[src/rtl/amp_power_sequencer_if.sv]
// rtl/amp_power_sequencer_if.sv - control, timer handshake and power-stage signals of the amp sequencer
interface amp_power_sequencer_if;
  logic       enable;
  logic       fault_in;
  logic       tmr_done;
  logic       tmr_start;
  logic       bias_en;
  logic       drv_en;
  logic       mute_n;
  logic       ready;
  logic       seq_fault;
  logic [1:0] fault_code;
  logic [2:0] state_o;

  modport master (
    input  enable, fault_in, tmr_done,
    output tmr_start, bias_en, drv_en, mute_n, ready, seq_fault, fault_code, state_o
  );

  modport slave (
    output enable, fault_in, tmr_done,
    input  tmr_start, bias_en, drv_en, mute_n, ready, seq_fault, fault_code, state_o
  );
endinterface

[src/rtl/amp_power_sequencer.sv]
// rtl/amp_power_sequencer.sv - class-D power stage on/off sequencer driving a shared one-shot timer
module amp_power_sequencer #(
  parameter int ARM_LIMIT = 4,
  parameter int ARM_W     = 4
) (
  input  logic                        clk_in,
  input  logic                        reset,
  amp_power_sequencer_if.master       bus
);

  typedef enum logic [2:0] {
    S_OFF     = 3'd0,
    S_PU_BIAS = 3'd1,
    S_PU_DRV  = 3'd2,
    S_ON      = 3'd3,
    S_PD_MUTE = 3'd4,
    S_PD_DRV  = 3'd5,
    S_FAULT   = 3'd6
  } state_t;

  state_t           r_state;
  logic             r_wait;
  logic [ARM_W-1:0] r_arm_cnt;
  logic             r_abort;
  logic             r_tmr_start;
  logic             r_bias_en;
  logic             r_drv_en;
  logic             r_mute_n;
  logic             r_ready;
  logic             r_seq_fault;
  logic [1:0]       r_fault_code;

  logic w_timed;
  logic w_pu;
  logic w_expire;
  logic w_arm_to;
  logic w_illegal;
  logic w_ext_fault;
  logic w_to_fault;
  logic w_abort;

  assign w_pu        = (r_state == S_PU_BIAS) || (r_state == S_PU_DRV);
  assign w_timed     = w_pu || (r_state == S_PD_MUTE) || (r_state == S_PD_DRV);
  assign w_expire    = w_timed && r_wait && bus.tmr_done;
  assign w_arm_to    = w_timed && !r_wait && bus.tmr_done &&
                       (r_arm_cnt == ARM_W'(ARM_LIMIT - 1));
  assign w_illegal   = (r_state == state_t'(3'b111));
  assign w_ext_fault = bus.fault_in && (r_state != S_FAULT);
  assign w_to_fault  = w_ext_fault || w_arm_to || w_illegal;
  // An enable drop on the very expiry cycle still aborts the power-up.
  assign w_abort     = r_abort || !bus.enable;

  always_ff @(posedge clk_in) begin
    if (reset) begin
      r_state      <= S_OFF;
      r_wait       <= 1'b0;
      r_arm_cnt    <= '0;
      r_abort      <= 1'b0;
      r_tmr_start  <= 1'b0;
      r_bias_en    <= 1'b0;
      r_drv_en     <= 1'b0;
      r_mute_n     <= 1'b0;
      r_ready      <= 1'b0;
      r_seq_fault  <= 1'b0;
      r_fault_code <= 2'b00;
    end else begin
      r_tmr_start <= 1'b0;
      if (w_to_fault) begin
        r_state      <= S_FAULT;
        r_wait       <= 1'b0;
        r_arm_cnt    <= '0;
        r_abort      <= 1'b0;
        r_bias_en    <= 1'b0;
        r_drv_en     <= 1'b0;
        r_mute_n     <= 1'b0;
        r_ready      <= 1'b0;
        r_seq_fault  <= 1'b1;
        r_fault_code <= w_ext_fault ? 2'b01 : 2'b10;
      end else begin
        case (r_state)
          S_OFF: begin
            if (bus.enable && bus.tmr_done) begin
              r_state     <= S_PU_BIAS;
              r_bias_en   <= 1'b1;
              r_tmr_start <= 1'b1;
              r_wait      <= 1'b0;
              r_arm_cnt   <= '0;
              r_abort     <= 1'b0;
            end
          end
          S_PU_BIAS, S_PU_DRV, S_PD_MUTE, S_PD_DRV: begin
            if (w_pu && !bus.enable) r_abort <= 1'b1;
            if (!r_wait) begin
              if (!bus.tmr_done) r_wait <= 1'b1;
              else               r_arm_cnt <= r_arm_cnt + 1'b1;
            end else if (w_expire) begin
              r_wait    <= 1'b0;
              r_arm_cnt <= '0;
              r_abort   <= 1'b0;
              if (w_pu && w_abort) begin
                r_state     <= S_PD_MUTE;
                r_tmr_start <= 1'b1;
              end else begin
                case (r_state)
                  S_PU_BIAS: begin
                    r_state     <= S_PU_DRV;
                    r_drv_en    <= 1'b1;
                    r_tmr_start <= 1'b1;
                  end
                  S_PU_DRV: begin
                    r_state  <= S_ON;
                    r_mute_n <= 1'b1;
                    r_ready  <= 1'b1;
                  end
                  S_PD_MUTE: begin
                    r_state     <= S_PD_DRV;
                    r_drv_en    <= 1'b0;
                    r_tmr_start <= 1'b1;
                  end
                  default: begin
                    r_state   <= S_OFF;
                    r_bias_en <= 1'b0;
                  end
                endcase
              end
            end
          end
          S_ON: begin
            if (!bus.enable) begin
              r_state     <= S_PD_MUTE;
              r_mute_n    <= 1'b0;
              r_ready     <= 1'b0;
              r_tmr_start <= 1'b1;
              r_wait      <= 1'b0;
              r_arm_cnt   <= '0;
            end
          end
          S_FAULT: begin
            if (!bus.fault_in && !bus.enable && bus.tmr_done) begin
              r_state      <= S_OFF;
              r_seq_fault  <= 1'b0;
              r_fault_code <= 2'b00;
            end
          end
          default: ;
        endcase
      end
    end
  end

  assign bus.tmr_start  = r_tmr_start;
  assign bus.bias_en    = r_bias_en;
  assign bus.drv_en     = r_drv_en;
  assign bus.mute_n     = r_mute_n;
  assign bus.ready      = r_ready;
  assign bus.seq_fault  = r_seq_fault;
  assign bus.fault_code = r_fault_code;
  assign bus.state_o    = r_state;

endmodule

[src/flat_wrapper.sv]
// flat-port wrapper written by rule: the top's interface ports become plain ports
module amp_power_sequencer_flat 
#(
  parameter int ARM_LIMIT = 4,
  parameter int ARM_W     = 4
)
  (clk_in, reset, bus_enable, bus_fault_in, bus_tmr_done, bus_tmr_start, bus_bias_en, bus_drv_en, bus_mute_n, bus_ready, bus_seq_fault, bus_fault_code, bus_state_o);
  amp_power_sequencer_if bus_i ();
  input  logic clk_in;
  input  logic reset;
  input wire logic [$bits(bus_i.enable)-1:0] bus_enable;
  input wire logic [$bits(bus_i.fault_in)-1:0] bus_fault_in;
  input wire logic [$bits(bus_i.tmr_done)-1:0] bus_tmr_done;
  output wire logic [$bits(bus_i.tmr_start)-1:0] bus_tmr_start;
  output wire logic [$bits(bus_i.bias_en)-1:0] bus_bias_en;
  output wire logic [$bits(bus_i.drv_en)-1:0] bus_drv_en;
  output wire logic [$bits(bus_i.mute_n)-1:0] bus_mute_n;
  output wire logic [$bits(bus_i.ready)-1:0] bus_ready;
  output wire logic [$bits(bus_i.seq_fault)-1:0] bus_seq_fault;
  output wire logic [$bits(bus_i.fault_code)-1:0] bus_fault_code;
  output wire logic [$bits(bus_i.state_o)-1:0] bus_state_o;
  assign bus_i.enable = bus_enable;
  assign bus_i.fault_in = bus_fault_in;
  assign bus_i.tmr_done = bus_tmr_done;
  assign bus_tmr_start = bus_i.tmr_start;
  assign bus_bias_en = bus_i.bias_en;
  assign bus_drv_en = bus_i.drv_en;
  assign bus_mute_n = bus_i.mute_n;
  assign bus_ready = bus_i.ready;
  assign bus_seq_fault = bus_i.seq_fault;
  assign bus_fault_code = bus_i.fault_code;
  assign bus_state_o = bus_i.state_o;
  amp_power_sequencer #(.ARM_LIMIT(ARM_LIMIT), .ARM_W(ARM_W)) u_core (.clk_in(clk_in), .reset(reset), .bus(bus_i));
endmodule
[config.mk]
export PLATFORM = sky130hd
export DESIGN_NAME = amp_power_sequencer_flat
export DESIGN_NICKNAME = d
export VERILOG_FILES = /design/src/rtl/amp_power_sequencer_if.sv /design/src/rtl/amp_power_sequencer.sv /design/src/flat_wrapper.sv
export SDC_FILE = /design/constraint.sdc
export NUM_CORES = 1
export LEC_CHECK = 0
export CAP_MARGIN = 15
export CELL_PAD_IN_SITES_DETAIL_PLACEMENT = 0
export CELL_PAD_IN_SITES_GLOBAL_PLACEMENT = 1
export CORE_UTILIZATION = 39
export CTS_CLUSTER_SIZE = 12
export DETAILED_ROUTE_END_ITERATION = 6
export GPL_TIMING_DRIVEN = 0
export PLACE_DENSITY_LB_ADDON = 0.1
export SLEW_MARGIN = 20
export SYNTH_ARGS = -nofsm -noshare
export SYNTH_HDL_FRONTEND = slang
export SYNTH_SLANG_ARGS = --single-unit
[constraint.sdc]
create_clock -name clk_in -period 1.75 [get_ports clk_in]
set_input_delay 0.35 -clock clk_in [delete_from_list [all_inputs] [get_ports clk_in]]
set_output_delay 0.35 -clock clk_in [all_outputs]
set_load 0.1 [all_outputs]
Word level (Yosys, flattened, before mapping)
Index checks and enable logic that the tools add are counted.
Widths: inputs -> output; s select.
{"block": "totals", "word_cells": 130, "regBits": 16, "out_inout_bits": 11, "input_bits": 5}
{"block": "classes", "add_sub_neg": 1, "n_eq_ne": 24, "n_bitwise": 1, "mux": 51, "n_reduce_logical": 42}
{"cell": "$mux 1", "count": 26}
{"cell": "$reduce_and 6->1", "count": 4}
{"cell": "$mux 3", "count": 7}
{"cell": "$mux 4", "count": 5}
{"cell": "$eq 3x3->1 const B", "count": 4}
{"cell": "$ne 3x1->1 const B", "count": 4}
{"cell": "$pmux 3 s4", "count": 1}
{"cell": "$pmux 4 s3", "count": 1}
{"cell": "$logic_and 1x1->1", "count": 11}
{"cell": "$ne 2x1->1 const B", "count": 5}
{"cell": "$reduce_and 5->1", "count": 2}
{"cell": "$reduce_bool 2->1", "count": 5}
{"cell": "$pmux 3 s3", "count": 1}
{"cell": "$mux 2", "count": 4}
{"cell": "$pmux 1 s2", "count": 4}
{"cell": "$eq 3x2->1 const B", "count": 2}
{"cell": "$logic_or 1x1->1", "count": 6}
{"cell": "$ne 2x2->1 const B", "count": 3}
{"cell": "$ne 3x2->1 const B", "count": 2}
{"cell": "$ne 3x3->1 const B", "count": 2}
{"cell": "$pmux 1 s3", "count": 2}
{"cell": "$reduce_bool 5->1", "count": 1}
{"cell": "$add 4x1->4 const B", "count": 1}
{"cell": "$eq 4x2->1 const B", "count": 1}
{"cell": "11 further kinds", "count": 15}

Logic depth before layout (Yosys ltp)
Gate-level depths: netlist of the first run.
{"block": "depth", "depth_word": 11, "mapped_depth": 6, "mapped_depth_nobuf": 5}

Worst setup path after synthesis of the first run
OpenSTA, ideal clock, no wires.
{"block": "synth_timing", "path_kind": "register -> register", "start": "register u_core.r_state[1] (netlist: u_core.bus.state_o[1])", "end": "register u_core.r_wait", "n_path_buf": 1, "period_less_slack_ns": 2.228, "slack_ns": -0.478, "stages_incl_launch_ff": 6, "setup_time_ns": 0.136, "arrival_ns": 2.092, "required_ns": 1.614, "cell_sequence": "dfxtp_1 > buf_4 > o21ba_2 > or2_0 > a211oi_2 > a211oi_1"}
{"block": "synth_via", "elab_chain_len": 10, "word_cells_on_any_way": 28, "cone_classes": "eq/ne (9); mux (3); reduce/logical (16)"}
{"element": "start: declaration", "line": "amp_power_sequencer.sv:21", "rtl": "state_t r_state;"}
{"element": "start signal: assignment", "line": "amp_power_sequencer.sv:55", "rtl": "r_state <= S_OFF;"}
{"element": "start signal: assignment", "line": "amp_power_sequencer.sv:69", "rtl": "r_state <= S_FAULT;"}
{"element": "start signal: assignment", "line": "amp_power_sequencer.sv:83", "rtl": "r_state <= S_PU_BIAS;"}
{"element": "parallel branches: the longest is 10 deep, another holds $eq 3x1->1"}
{"element": "end signal: assignment", "line": "amp_power_sequencer.sv:56", "rtl": "r_wait <= 1'b0;"}
{"element": "end signal: assignment", "line": "amp_power_sequencer.sv:70", "rtl": "r_wait <= 1'b0;"}
{"element": "end signal: assignment", "line": "amp_power_sequencer.sv:86", "rtl": "r_wait <= 1'b0;"}
{"element": "end: declaration", "line": "amp_power_sequencer.sv:22", "rtl": "logic r_wait;"}
Several ways; the timed one is not identified.
A chain may end at the register's enable or synchronous reset.

Worst setup path in the final report of the first run
{"block": "layout_timing", "start": "input port bus_tmr_done", "end": "register u_core.r_state[2] (netlist: u_core.bus.state_o[2])"}
{"block": "layout_via", "elab_chain_len": 6, "word_cells_on_any_way": 15, "cone_classes": "eq/ne (5); mux (1); reduce/logical (9)"}
{"element": "start: declaration", "line": "flat_wrapper.sv:13", "rtl": "input wire logic [$bits(bus_i.tmr_done)-1:0] bus_tmr_done;"}
{"element": "$logic_and 1x1->1 (2 in series)", "line": "amp_power_sequencer.sv:45", "rtl": "assign w_arm_to = w_timed && !r_wait && bus.tmr_done &&"}
{"element": "$logic_or 1x1->1 (2 in series)", "line": "amp_power_sequencer.sv:49", "rtl": "assign w_to_fault = w_ext_fault || w_arm_to || w_illegal;"}
{"element": "$ne 3x1->1 (no line), or another cell as far along"}
{"element": "$reduce_and 6->1 (no line)"}
Several ways; a longest one is shown, not always the timed one.

==> results of run 1 <==
## stage by stage
stage               instance area, um2  hold WS [ns]  std cells  setup TNS (ns)
global route                      1400         0.507        181         -0.0367
global placement                  1240         0.459        174           -6.02
detailed placement                1240         0.472        174           -5.81
CTS                               1330         0.491        178        -0.00718
floorplan                         1060         0.410        129               0
finish                            1400         0.487        181               0
## routing by layer
| metal | up-vias | share of wire (%) | track usage (%) | wire, um |
|---|---|---|---|---|
| li1 | 544 | - | - | - |
| met1 | 539 | 46 | 29.7 | 1220 |
| met2 | 19 | 49 | 35.0 | 1300 |
| met3 | 4 | 3.5 | 2.54 | 93 |
| met4 | 0 | 1.3 | 9.65 | 34 |
| met5 | - | 0 | 0 | 0 |
## where the power goes
part,internal [uW],total (uW),switching [uW]
Clock,127,257,130
Combinational,156,462,306
Sequential,387,414,26.4
Total,670,1130,463
## critical path, stage by stage
cell and delay, ns:
clkdlybuf4s50_1 0.49, clkbuf_4 0.20, nor4bb_2 0.31, o32ai_1 0.12, o32ai_1 0.27, a31oi_1 0.12
## final cells by class
type,count,area share [%]
Multi-Input combinational cell,98,51.9
Sequential cell,16,23.7
Timing Repair Buffer,18,13.0
Buffer,10,4.74
Tap cell,30,2.68
Clock buffer,4,2.59
Inverter,5,1.34
## registers in the layout, summed over array words and instances (netlist names)
name                   cells
u_core.bus.fault_code      2
u_core.r_abort             1
u_core.bus.mute_n          1
u_core.bus.state_o         3
u_core.r_wait              1
u_core.bus.bias_en         1
u_core.bus.drv_en          1
u_core.bus.tmr_start       1
u_core.r_arm_cnt           4
u_core.bus.seq_fault       1
## what timing repair did
action | in CTS | in global routing
pin swaps | 0 | 3
gates resized for setup | 41 | 18
setup endpoints to repair | 19 | 15
setup buffers | 0 | 3
## how the worst max path moves through the flow
stage	from	end	slack, ns	cells past startpoint
3_3_place_gp	bus_tmr_done	u_core.bus.state_o[2]	-0.51	6
2_1_floorplan	u_core.bus.mute_n	bus_ready	0.009	1
5_1_grt	u_core.bus.state_o[0]	u_core.r_arm_cnt[0]	-0.02	6
4_1_cts	u_core.bus.state_o[2]	u_core.r_arm_cnt[0]	-0.005	4
3_5_place_dp	bus_tmr_done	u_core.bus.state_o[2]	-0.48	6
6_report	bus_tmr_done	u_core.bus.state_o[2]	0.08	6
## cells in the final DEF (no fill, tap or decap), types with 3 or more instances in the layout
master,instances
a211oi_1,6
a211oi_2,3
a21oi_1,6
a21oi_2,3
a31oi_1,3
buf_2,4
buf_4,5
clkbuf_4,5
clkdlybuf4s15_2,10
clkdlybuf4s50_1,3
dfxtp_1,13
dfxtp_4,3
inv_1,4
nand2_1,8
nand2b_1,5
nand3_1,3
nand3b_1,3
nor2_1,6
nor3_1,3
o211ai_1,3
o21ai_0,5
o31ai_1,3
## cell families (layout without fill, tap and decap cells)
group,Yosys count,after routing
and+or+nand+nor,46,46
AOI/OAI and AO/OA,49,49
buffers and inverters,15,37
DFF,16,16
muxes,2,2
adders and majority gates,1,1
==> results_dict.tcl, run 1 <==
set metrics [dict create \
    yosysTopAreaCell "dfxtp_1" \
    nets 158 \
    maxSlewViolCount 0 \
    grt.overflow.total 0 \
    synth_top_family_by_area "compound AO/OA/AOI/OAI gates" \
    start_util_pct 41.8 \
    period_needed_ns 1.67 \
    ir_worst_vdd_mv 0.541 \
    synthSimpleGateAreaFrac_pct 25.5 \
    pre_cts_slack_ns -0.478 \
    synth.top_cell.area_share_pct 30.6 \
    antenna_left 0 \
    total_power_uw 1130 \
    r2r_start "u_core.bus.state_o[0]" \
    synth_edf_count 0 \
    hold_violations 0 \
    arrival_ns 1.86 \
    grt_pass1_vias 1003 \
    hold_buffers 0 \
    max_slew_margin_pct 63.6 \
    ys_async_sr_fraction_pct 0 \
    clk_latency_ns 0.29 \
    power_density_mw_per_mm2 809 \
    synthToLayoutAreaGrowth_pct 33.9 \
    cp_max_fo 10 \
    ys.flop_type "dfxtp_1" \
    min_period_over_period_pct 95.5 \
    n_antenna_cell 0 \
    wl_per_cell_um 14.6 \
    holdPathStages 2 \
    cts_tree "yes" \
    setup_viol 0 \
    worst_slew_pin_slew_ns 0.549 \
    fmax_mhz 599 \
    fillers 241 \
    yosys_warnings 0 \
    clock_sinks 16 \
    first_iter_violations 32 \
    ios 16 \
    path_clk_slew_ns 0.10 \
    place.port_buffers 15 \
    synth_nets 135 \
    startpoint_type "input port" \
    synth_compound_area_share_pct 34.1 \
    ff_latch_area_um2 332 \
    seq_area_frac_synth_pct 30.6 \
    r2r_setup_slack_ns 0.11 \
    fp.dieArea_mm2 0.00289 \
    htree_levels 1 \
    grt_pass1_wl_mm 4.59 \
    multiInputGateArea_um2 727 \
    grt_max_degree 11 \
    dp_hpwl_mm 1.95 \
    synth_cells 129 \
    via_per_inst 6.11 \
    cts_buffers 3 \
    clockBufferDepth 2 \
    skew_ns 0.00146 \
    status "completed" \
    r2r_end "u_core.r_arm_cnt[0]" \
    crit_type "input port to flip-flop" \
    hp-start "u_core.bus.drv_en" \
    muxShareOfSynthArea_pct 1.91 \
    holdPathEnd "u_core.bus.drv_en" \
    synth_xor_area_share_pct 0 \
    p_leak_uw 0.000484 \
    yosys.cell_types.count 47 \
    cap_violations 0 \
    synth.most_common_cell "dfxtp_1" \
    fin_ws_ns 0.0794 \
    syn_area_per_cell_um2 8.11 \
    critPathRequiredTime_ns 1.94 \
    synth_adder_area_share_pct 1.20 \
    ctsRootBufferMaster "clkbuf_4" \
    reg2reg_depth 6 \
    synth_commonest_cells "dfxtp_1 (16), a21oi_1 (10), nand2_1 (8)" \
    min_path_type "flip-flop to flip-flop" \
    drive_gt1_share_pct 31.1 \
    drc 0 \
    synth.area.top_cells "dfxtp_1 (31%), a211oi_1 (5.0%), a21oi_1 (4.8%)" \
    place_congestion 0.829 \
    routed_wirelength_mm 2.65 \
    die_w_um 53.8 \
    first_pass_iters 4 \
    antenna_found_initial 0 \
    grt_usage_pct 22.0 \
    syn_area_mm2 0.00105 \
    core_mm2 0.00250 \
    placementRows 18 \
    end_kind "flip-flop" \
    fin_util_pct 56.0 \
    fp.dieH_um 53.8 \
    vias 1106 \
    synth_seq_cells 16 \
]
Note: power is estimated with default switching activity, not from simulation.
==> run 2: changes to the inputs <==
Settings changed: SETUP_SLACK_MARGIN set to 0.15.
==> run 2 against run 1 <==
  * Combinational power up 10%
  * Wire length up 4.8%
  * Total power up 3.7%
  * Worst hold slack worse by 0.011 ns
  * Flip-flop and latch count unchanged
  * Largest cell class unchanged
==> results_dict.tcl, run 2 (synthesized netlist as in run 1, its figures left out) <==
set metrics [dict create \
    arrival_ns 1.75 \
    min_period_over_period_pct 91.1 \
    antenna_found_initial 0 \
    path_clk_slew_ns 0.10 \
    n_antenna_cell 0 \
    fmax_mhz 627 \
    cts_buffers 3 \
    slowest_delay_ns 0.45 \
    ir_worst_vdd_mv 0.598 \
    setup_viol 0 \
    critPathRequiredTime_ns 1.91 \
    antenna_left 0 \
    rsz0062_at_grt "true" \
    worstPathCellList "buf_12, o21ba_4, or2_0, a211oi_2, a211oi_1" \
    end_kind "flip-flop" \
    crit_type "flip-flop to flip-flop" \
    grt_usage_pct 20.7 \
    wl_per_cell_um 14.8 \
    grt_max_degree 11 \
    start_util_pct 41.8 \
    fin_setup_tns_ns 0 \
    synthToLayoutAreaGrowth_pct 44.5 \
    grt.overflow.total 0 \
    path_delay_family "compound AO/OA/AOI/OAI gates" \
    largest_register_ffs 4 \
    drc 0 \
    hold_violations 0 \
    maxSlewViolCount 0 \
    period_needed_ns 1.59 \
    largest_register "u_core.r_arm_cnt" \
    first_iter_violations 27 \
    clock_sinks 16 \
    fp.dieH_um 53.8 \
    most-common-layout-cells "dfxtp_1 (12), buf_4 (9), nand2_1 (8), a21oi_1 (8)" \
    status "completed" \
    dp_hpwl_mm 1.90 \
    first_pass_iters 4 \
    core_mm2 0.00250 \
    max_slew_margin_pct 63.8 \
    total_power_uw 1170 \
    power_density_mw_per_mm2 777 \
    die_w_um 53.8 \
    htree_levels 1 \
    clockBufferDepth 2 \
    worst_slew_pin_slew_ns 0.545 \
    fin_hold_ws_ns 0.476 \
    place.port_buffers 15 \
    vias 1096 \
    cap_violations 0 \
    cp_max_fo 5 \
    ctsRootBufferMaster "clkbuf_4" \
    via_per_inst 5.86 \
    final_common_cell "dfxtp_1" \
    drive_gt1_share_pct 37.6 \
    skew_ns 0.00648 \
    min_path_type "flip-flop to flip-flop" \
    startpoint_type "flip-flop" \
    p_leak_uw 0.000547 \
    grt_pass1_vias 960 \
    nets 164 \
    place_congestion 0.860 \
    fp.dieArea_mm2 0.00289 \
    routed_wirelength_mm 2.77 \
    cp_slowest_cell "a211oi_2" \
    cts_tree "yes" \
    placementRows 18 \
    clk_latency_ns 0.29 \
    ios 16 \
    grt_pass1_wl_mm 4.31 \
    critPathBufInv 1 \
]
-- run 2: repair_timing --
| item | 4_1_cts | 5_1_grt |
|---|---|---|
| gates cloned | 0 | 0 |
| setup buffers | 3 | 6 |
| endpoints found under the setup margin | 27 | 15 |
| gates resized for setup | 51 | 18 |
| pin swaps | 3 | 3 |
| hold buffers | 0 | 0 |
-- run 2: worst paths after layout --
kind / slack, ns / start / cells after the start / endpoint
worst max-delay path: 0.16 / u_core.bus.state_o[0] / 5 / u_core.r_arm_cnt[1]
worst min-delay path: 0.48 / u_core.bus.mute_n / 2 / u_core.bus.mute_n
worst max register to register: 0.16 / u_core.bus.state_o[0] / 5 / u_core.r_arm_cnt[1]
worst min register to register: 0.48 / u_core.bus.mute_n / 2 / u_core.bus.mute_n
-- run 2: area by class of cell --
class	instances	area, um2
tap	30	37.5
multi-input combinational	98	771
timing repair buffer	24	219
inverter	5	18.8
buffer	10	96.3
sequential	16	333
clock buffer	4	36.3
fill	231	988
-- run 2: routing by layer --
metal	track usage, %	routed length [um]
met2	35.0	1420
met3	5.08	119
met4	5.70	13
met5	0	0
met1	25.8	1220
-- run 2: worst min-delay path: cells and delay by family (launching register included) --
kind	cells	cell delay, ns
AO/OA/AOI/OAI	1	0.05
flip-flops	1	0.34
AND/OR/NAND/NOR	1	0.05
-- run 2: stage by stage --
step                      instances  utilization, %  setup slack (ns)  area [um2]
after detailed placement        174            51.9            -0.451        1300
after floorplan                 129               -             0.119        1110
after global routing            187            60.5             0.109        1510
final                           187            60.5             0.156        1510
after global placement          174            51.9            -0.495        1300
after CTS                       181            56.9             0.103        1420
-- run 2: power breakdown --
| part | leakage, uW | internal, uW | switching [uW] |
|---|---|---|---|
| clock | 0.0000210 | 127 | 126 |
| sequential | 0.000133 | 387 | 24.4 |
| combinational | 0.000393 | 188 | 322 |
| total | 0.000547 | 702 | 473 |
